File: src/rtl/pause_ram_arbiter_pkg.sv
// Shared types and constants for the pause / work-RAM arbiter.
package pause_ram_arbiter_pkg;

  typedef enum logic [2:0] {
    RUN,
    HALT_WAIT,
    SETTLE,
    GRANT,
    RELEASE
  } arb_state_t;

  // 10 s of paused time at 48 MHz
  localparam logic [31:0] DIM_CYCLES_48M = 32'h1C9C3800;

endpackage

File: src/rtl/pause_dim_timer.sv
// Idle-dim timer: counts paused cycles and saturates at DIM_CYCLES.
module pause_dim_timer
  import pause_ram_arbiter_pkg::*;
#(
  parameter logic [31:0] DIM_CYCLES = DIM_CYCLES_48M
) (
  input  logic clk_sys,
  input  logic reset,
  input  logic i_pause,
  output logic o_dim
);

  logic [31:0] r_cnt;

  always_ff @(posedge clk_sys or posedge reset) begin
    if (reset) begin
      r_cnt <= '0;
    end else if (!i_pause) begin
      r_cnt <= '0;
    end else if (r_cnt < DIM_CYCLES) begin
      r_cnt <= r_cnt + 32'd1;
    end
  end

  assign o_dim = (r_cnt >= DIM_CYCLES);

endmodule

File: src/rtl/pause_ram_arbiter.sv
// CPU pause sequencing and work-RAM sharing between CPU and hiscore.
module pause_ram_arbiter
  import pause_ram_arbiter_pkg::*;
#(
  parameter int          AW            = 16,
  parameter int          DW            = 8,
  parameter int          SETTLE_CYCLES = 4,
  parameter logic [31:0] DIM_CYCLES    = DIM_CYCLES_48M
) (
  input  logic          clk_sys,
  input  logic          reset,
  input  logic          vblank,
  input  logic          pause_btn,
  input  logic          osd_open,
  input  logic          osd_pause_en,
  input  logic          hs_req,
  input  logic [AW-1:0] hs_addr,
  input  logic [DW-1:0] hs_wdata,
  input  logic          hs_we,
  input  logic [AW-1:0] cpu_addr,
  input  logic [DW-1:0] cpu_wdata,
  input  logic          cpu_we,
  output logic [AW-1:0] ram_addr,
  output logic [DW-1:0] ram_wdata,
  output logic          ram_we,
  output logic          hs_grant,
  output logic          cpu_pause,
  output logic          dim_video
);

  arb_state_t  r_state;
  arb_state_t  w_nxt;
  logic        r_btn_q;
  logic        r_vbl_q;
  logic        r_toggle;
  logic        r_cpu_pause;
  logic        r_sel;
  logic [31:0] r_settle;
  logic        w_vbl_rise;
  logic        w_btn_rise;
  logic        w_osd_pause;
  logic        w_ext_pause;
  logic        w_toggle_nxt;

  assign w_vbl_rise   = vblank & ~r_vbl_q;
  assign w_btn_rise   = pause_btn & ~r_btn_q;
  assign w_osd_pause  = osd_open & osd_pause_en;
  assign w_ext_pause  = r_toggle | w_osd_pause;
  assign w_toggle_nxt = r_toggle ^ w_btn_rise;

  always_comb begin
    w_nxt = r_state;
    unique case (r_state)
      RUN: begin
        if (hs_req) w_nxt = HALT_WAIT;
      end
      HALT_WAIT: begin
        if (!hs_req)
          w_nxt = RUN;
        else if (w_vbl_rise || w_ext_pause)
          w_nxt = SETTLE;
      end
      SETTLE: begin
        if (!hs_req)
          w_nxt = RUN;
        else if (r_settle == '0)
          w_nxt = GRANT;
      end
      GRANT: begin
        if (!hs_req) w_nxt = RELEASE;
      end
      RELEASE: w_nxt = RUN;
      default: w_nxt = RUN;
    endcase
  end

  // Settle counter sits preloaded outside SETTLE
  always_ff @(posedge clk_sys or posedge reset) begin
    if (reset) begin
      r_state     <= RUN;
      r_btn_q     <= 1'b0;
      r_vbl_q     <= 1'b0;
      r_toggle    <= 1'b0;
      r_cpu_pause <= 1'b0;
      r_sel       <= 1'b0;
      r_settle    <= 32'(SETTLE_CYCLES - 1);
    end else begin
      r_state     <= w_nxt;
      r_btn_q     <= pause_btn;
      r_vbl_q     <= vblank;
      r_toggle    <= w_toggle_nxt;
      r_cpu_pause <= w_toggle_nxt | w_osd_pause
                   | (w_nxt != RUN);
      r_sel       <= (w_nxt == GRANT);
      if (r_state != SETTLE)
        r_settle <= 32'(SETTLE_CYCLES - 1);
      else if (r_settle != '0)
        r_settle <= r_settle - 32'd1;
    end
  end

  assign ram_addr  = r_sel ? hs_addr  : cpu_addr;
  assign ram_wdata = r_sel ? hs_wdata : cpu_wdata;
  assign ram_we    = r_sel ? hs_we    : cpu_we;
  assign hs_grant  = r_sel;
  assign cpu_pause = r_cpu_pause;

  pause_dim_timer #(
    .DIM_CYCLES(DIM_CYCLES)
  ) u_dim (
    .clk_sys(clk_sys),
    .reset  (reset),
    .i_pause(r_cpu_pause),
    .o_dim  (dim_video)
  );

endmodule

File: config.mk
export PLATFORM = sky130hd
export DESIGN_NAME = pause_ram_arbiter
export DESIGN_NICKNAME = d
export VERILOG_FILES = /design/src/rtl/pause_ram_arbiter_pkg.sv /design/src/rtl/pause_dim_timer.sv /design/src/rtl/pause_ram_arbiter.sv
export SDC_FILE = /design/constraint.sdc
export NUM_CORES = 1
export LEC_CHECK = 0
export ABC_AREA = 0
export CORE_AREA = 2 2 133 135
export CTS_BUF_LIST = sky130_fd_sc_hd__clkbuf_2
export DETAILED_ROUTE_END_ITERATION = 10
export DIE_AREA = 0 0 135 137
export DONT_BUFFER_PORTS = 1
export PLACE_DENSITY = 0.39
export SYNTH_ARGS = -nofsm -noshare
export SYNTH_HDL_FRONTEND = slang
export SYNTH_SLANG_ARGS = --single-unit
export TNS_END_PERCENT = 20
File: constraint.sdc
create_clock -name clk_sys -period 5.05 [get_ports clk_sys]
set_clock_uncertainty 0.2 [all_clocks]
set_input_delay 1.01 -clock clk_sys [delete_from_list [all_inputs] [get_ports clk_sys]]
set_output_delay 1.01 -clock clk_sys [all_outputs]
set_load 0.05 [all_outputs]
==> flow_metrics.env, run 1 <==
export IMPL_finalSetupTns_ns=0
export IMPL_cts_clk_slew_worst_paths_ns=0.20
export IMPL_post_route_min_period_ns=3.46
export IMPL_relSlewSlack=0.319
export IMPL_grt_max_degree=50
export IMPL_cts_made_buffers=9
export IMPL_worst_endpoint_required_ns=3.84
export IMPL_grt_overflow_total=0
export IMPL_die_w_um=135
export IMPL_power_density_nw_per_um2=273
export IMPL_ant_nets=0
export IMPL_worstSkewPairLatency_ns=0.56
export IMPL_cpMostUsedCell="nor2_1"
export IMPL_syn_inst=438
export IMPL_drt_initial_drc_count=200
export IMPL_rows=48
export IMPL_dp_hpwl_um=7100
export IMPL_routedWlPerCell_um=15.5
export IMPL_synth_top_area_cell="dfrtp_1"
export IMPL_critical_path_class="reg2out"
export IMPL_vias_per_cell=5.05
export IMPL_place_congestion=0.744
export IMPL_ctsHoldBuffers=0
export IMPL_dr_pass1_iters=6
export IMPL_hold_path_class="in2reg"
export IMPL_rsz0062_at_grt="false"
export IMPL_worstPathMaxFanout=26
export IMPL_htree_levels=3
export IMPL_grt_total_usage=0.114
export IMPL_ir_drop_mv=0.0843
export IMPL_yosys_register_bits=72
export IMPL_hold_violations=0
export IMPL_cts_resized=0
export IMPL_avgSynthCellArea_sq_um=9.60
export IMPL_grt_busiest_layer="met2"
export IMPL_slowest_stage="dfrtp_1"
export IMPL_setup_viol=0
export IMPL_die_area_sq_um=18500
export IMPL_ys_flop_type="dfrtp_1"
export IMPL_yosys_warnings=0
export IMPL_synth_area_sq_um=4210
export IMPL_drcViolationCount=0
export IMPL_cts_root_buf="clkbuf_2"
export IMPL_worst_ep_arrival_time_ns=2.25
export IMPL_nFillCells=1818
export IMPL_cellLeakagePower_nw=1.78
export IMPL_crit_family="simple AND/OR/NAND/NOR gates"
export IMPL_vias=3345
export IMPL_pin_count=85
export IMPL_fmax_ghz=0.289
export IMPL_post_cts_buffers=0
export IMPL_cts_buffer_depth=2
export IMPL_grt_use_met1=0.152
export IMPL_path_cells="nor2_1 -> o211a_1 -> nor2_1 -> buf_4 -> or2_2"
export IMPL_synth_edff_count=0
export IMPL_critPathLaunchType="flip-flop"
export IMPL_async_reset_ff_frac=1.00
export IMPL_drive_gt1_frac=0.160
export IMPL_status="finished, final reports clean"
export IMPL_use_met3=0.0270
export IMPL_crit_buf_inv=1
export IMPL_cts_tree="yes"
export IMPL_clock_sinks=72
export IMPL_final_nets=492
export IMPL_yosysTopAreaCellShare=0.416
export IMPL_worst_setup_path_end_kind="output pin"
export IMPL_tightest_slew_ns=1.01
export IMPL_cpPeakStageDelay_ns=0.48
export IMPL_grt_pass1_wl_um=16500
export IMPL_cap_violations=0
export IMPL_final_max_slew_viol_count=0
export IMPL_whs_ns=0.262
export IMPL_final_cell_mix="dfrtp_1 (70), a21oi_1 (37), nor2_1 (30)"
export IMPL_syn_nets=498
export IMPL_yosysUniqueCellTypes=52
export IMPL_port_buffers=0
export IMPL_antenna_found_initial=1
export IMPL_fin_crit_sh=0.685
export IMPL_die_y_um=137
export IMPL_final_common_cell="dfrtp_1"
export IMPL_core_area_sq_um=17100
export IMPL_start_util=0.247
export IMPL_grt_pass1_vias=3215
export IMPL_syn2layout_area_growth_pct=8.60
export IMPL_yosysSeqAreaShare=0.429
export IMPL_wl_um=10300
export IMPL_use_met2=0.182
export IMPL_yosys_top_cells_area="dfrtp_1 (42%), mux2_2 (6.7%), or4_1 (4.5%)"
==> report_power, final <==
| group | internal [mW] | leakage (nW) | switching [mW] |
|---|---|---|---|
| Sequential | 0.610 | 0.980 | 0.0382 |
| Clock | 0.113 | 0.0643 | 0.227 |
| Combinational | 0.0722 | 0.739 | 0.184 |
==> cell type report <==
class / instances / area (sq um) / share of cell area
repair buffers: 6 / 45.0 / 0.00986
multi-input cells: 334 / 2280 / 0.500
clock inverters: 7 / 71.3 / 0.0156
flip-flops and latches: 72 / 1800 / 0.395
inverters: 9 / 33.8 / 0.00740
well taps: 225 / 282 / 0.0616
diodes: 1 / 2.50 / 0.000548
clock buffers: 9 / 45.0 / 0.00986
==> worst paths after layout <==
path	slack [ns]	from	depth (start not counted)	endpoint
hold / removal	0.26	pause_btn	0	r_btn_q
min in group asynchronous	0.27	reset	1	r_settle[6]
hold reg to reg	0.31	r_state[2]	1	r_state[2]
setup / recovery	1.59	u_dim.r_cnt[24]	5	dim_video
max in group asynchronous	3.36	reset	2	u_dim.r_cnt[26]
setup reg to reg	1.97	r_settle[10]	5	r_settle[31]
==> cell usage after synthesis, types with 2 or more instances <==
master / count
xor2_1: 8
or4_1: 25
inv_1: 8
o211ai_1: 9
a21oi_1: 37
and3_1: 5
buf_1: 2
o21ai_0: 18
nor2_1: 30
nand4_1: 11
nor4_2: 2
mux2i_1: 8
nand2b_1: 12
a21o_1: 2
o31a_1: 3
nand2_1: 24
and2_1: 6
nor4_4: 3
nor2b_1: 2
ha_1: 3
clkbuf_1: 20
nor3_1: 7
nand3_1: 12
or2_2: 2
o2111ai_1: 2
or3_1: 10
or3b_2: 3
dfstp_2: 2
nor4_1: 12
xnor2_1: 5
dfrtp_1: 70
and4_1: 2
o31ai_1: 23
or4_2: 3
mux2_2: 25
o21a_1: 6
==> layer usage <==
layer / up-vias / share of wire
li1: 1650 / -
met1: 1624 / 0.47
met2: 63 / 0.49
met3: 8 / 0.034
met4: 0 / 0.0085
met5: - / 0
==> registers in the layout, indices dropped and copies added, names as in the netlist <==
signal,cells
r_btn_q,1
r_state,3
r_vbl_q,1
hs_grant,1
u_dim.r_cnt,32
cpu_pause,1
r_settle,32
r_toggle,1
==> logic make-up (layout without fill, tap and decap cells) <==
family,count (synthesis),count (layout),share of synthesized area
buffers and inverters,32,31,0.0289
xor gates and xnor gates,13,13,0.0271
adders and majority gates,3,3,0.00892
muxes,33,33,0.0860
and+or+nand+nor,182,182,0.267
DFF,72,72,0.429
AOI/OAI and AO/OA,103,103,0.153
other,0,1,0
==> metrics by stage <==
| step | area, sq um | std cells | worst slack, ns | utilization | power [mW] |
|---|---|---|---|---|---|
| after detailed placement | 4450 | 646 | 1.88 | 0.261 | 0.920 |
| final | 4570 | 663 | 1.59 | 0.268 | 1.25 |
| after global placement | 4450 | 646 | 2.01 | 0.261 | 0.918 |
| after floorplan | 4210 | 438 | 2.02 | - | 0.863 |
| after global routing | 4570 | 663 | 1.42 | 0.268 | 1.33 |
| after CTS | 4570 | 662 | 1.51 | 0.268 | 1.27 |
==> worst reg2reg max path, delay by kind of cell (launching register included) <==
kind	cells	cell delay, ns
AND/OR/NAND/NOR	2	0.96
flip-flops	1	0.49
AO/OA/AOI/OAI	3	1.34
No activity file was read; power rests on OpenSTA's default activity.
==> run 2: changes to the inputs <==
- PLACE_DENSITY: 0.39 -> 0.4
- clock period: 5.05 -> 3.15 ns (I/O delays scaled with it)
==> run 2 against run 1 <==
Against the previous run: total power increased by 53%; global-route usage increased by 1.0 points; count of clock-buffer cells in the layout increased by 4; non-clock buffer count increased by 13; via count increased by 3.6%; setup slack got worse by 1.3 ns; wire length increased by 8.7%; critical path depth decreased by 1; critical path type unchanged; largest cell class unchanged; largest power group unchanged.
==> flow_metrics.env, run 2 (synthesized netlist as in run 1, its figures left out) <==
export IMPL_drcViolationCount=0
export IMPL_critical_path_class="reg2out"
export IMPL_grt_use_met1=0.159
export IMPL_ant_nets=0
export IMPL_cts_resized=0
export IMPL_ir_drop_mv=0.169
export IMPL_start_util=0.247
export IMPL_grt_overflow_total=0
export IMPL_rsz0062_at_grt="false"
export IMPL_status="finished, final reports clean"
export IMPL_place_congestion=0.762
export IMPL_drt_initial_drc_count=216
export IMPL_worstSkewPairLatency_ns=0.55
export IMPL_vias_per_cell=5.13
export IMPL_htree_levels=3
export IMPL_syn2layout_area_growth_pct=10.6
export IMPL_whs_ns=0.0918
export IMPL_drive_gt1_frac=0.167
export IMPL_die_area_sq_um=18500
export IMPL_power_density_nw_per_um2=409
export IMPL_worst_ep_arrival_time_ns=2.02
export IMPL_hold_violations=0
export IMPL_use_met3=0.0344
export IMPL_antenna_found_initial=0
export IMPL_finalPower_mw=1.90
export IMPL_grt_pass1_vias=3470
export IMPL_use_met2=0.204
export IMPL_worst_slack_ns=0.303
export IMPL_finalSetupTns_ns=0
export IMPL_fin_crit_sh=0.904
export IMPL_cts_root_buf="clkbuf_2"
export IMPL_reg_top3="r_settle x32, u_dim.r_cnt x32, r_state x3"
export IMPL_grt_pass1_wl_um=18000
export IMPL_grt_total_usage=0.124
export IMPL_die_w_um=135
export IMPL_pre_cts_ws_ns=0.482
export IMPL_r2r_cells=8
export IMPL_final_cells=675
export IMPL_grt_max_degree=73
export IMPL_final_common_cell="dfrtp_1"
export IMPL_utilization=0.273
export IMPL_r2r_end="r_settle[15]"
export IMPL_relSlewSlack=0.484
export IMPL_worst_setup_path_end_kind="output pin"
export IMPL_rows=48
export IMPL_grt_busiest_layer="met2"
export IMPL_cpPeakStageDelay_ns=0.43
export IMPL_post_route_min_period_ns=2.85
export IMPL_crit_family="simple AND/OR/NAND/NOR gates"
export IMPL_core_area_sq_um=17100
export IMPL_fmax_ghz=0.351
export IMPL_worstPathMaxFanout=7
export IMPL_final_max_slew_viol_count=0
export IMPL_cts_made_buffers=9
export IMPL_dr_pass1_iters=4
export IMPL_clock_sinks=72
export IMPL_die_y_um=137
export IMPL_critPathLaunchType="flip-flop"
export IMPL_cts_buffer_depth=2
export IMPL_wl_um=11200
export IMPL_min_from="hs_req"
export IMPL_cts_tree="yes"
export IMPL_dp_hpwl_um=7720
export IMPL_placed_area_sq_um=4510
export IMPL_diodes=0
export IMPL_setup_viol=0
export IMPL_post_place_cells=653
export IMPL_path_cells="nand3_1 -> nand4b_1 -> o21ai_2 -> or2_2"
export IMPL_final_area_sq_um=4650
export IMPL_min_to="cpu_pause"
export IMPL_cellLeakagePower_nw=1.84
export IMPL_hold_path_class="in2reg"
export IMPL_cts_clk_slew_worst_paths_ns=0.19
export IMPL_final_nets=505
export IMPL_tightest_slew_ns=0.770
export IMPL_worst_endpoint_required_ns=2.32
export IMPL_slowest_stage="dfrtp_1"
export IMPL_vias=3464
export IMPL_routedWlPerCell_um=16.5
export IMPL_final_cell_mix="dfrtp_1 (70), a21oi_1 (37), nor2_1 (30)"
export IMPL_crit_buf_inv=0
export IMPL_r2r_start="r_settle[0]"
export IMPL_port_buffers=0
export IMPL_rrSetupSlack_ns=0.46
export IMPL_cap_violations=0
export IMPL_hold_path_depth=2
export IMPL_pin_count=85
-- run 2: what timing repair did --
action / CTS / global route
endpoints found under the hold margin: 75 / 0
setup buffers: 0 / 0
hold buffers: 6 / 0
-- run 2: worst register-to-register path: stages, from the launching register on --
cell and delay [ns]:
dfstp_2 0.57, inv_1 0.06, ha_1 0.21, nor3b_2 0.18
nand4_2 0.21, o211ai_1 0.21, buf_4 0.22, or4_2 0.61
a21oi_1 0.15
-- run 2: per-layer routing --
metal / vias to the layer above / wire length [um]
met5: - / 0
met4: 0 / 150
met3: 14 / 355
li1: 1671 / -
met1: 1719 / 5140
met2: 60 / 5500
-- run 2: how the worst max path moves through the flow --
| stage | endpoint | from | cells past startpoint | slack [ns] |
|---|---|---|---|---|
| 4_1_cts | dim_video | u_dim.r_cnt[27] | 4 | 0.23 |
| 6_report | dim_video | u_dim.r_cnt[27] | 4 | 0.30 |
| 3_3_place_gp | r_settle[15] | r_settle[0] | 8 | 0.53 |
| 3_5_place_dp | r_settle[15] | r_settle[0] | 8 | 0.48 |
| 5_1_grt | dim_video | u_dim.r_cnt[27] | 4 | 0.17 |
| 2_1_floorplan | cpu_pause | reset | 1 | 0.50 |
-- run 2: layout make-up --
cell class / instances / area [sq um]
Tap cell: 225 / 282
Clock inverter: 3 / 12.5
Inverter: 9 / 33.8
Sequential cell: 72 / 1800
Clock buffer: 13 / 65.1
Fill cell: 1831 / 12400
Multi-Input combinational cell: 334 / 2280
Timing Repair Buffer: 19 / 170
-- run 2: report_power, final --
| part | internal [mW] | switching (mW) |
|---|---|---|
| sequential | 0.978 | 0.0614 |
| clock | 0.111 | 0.325 |
| combinational | 0.126 | 0.302 |
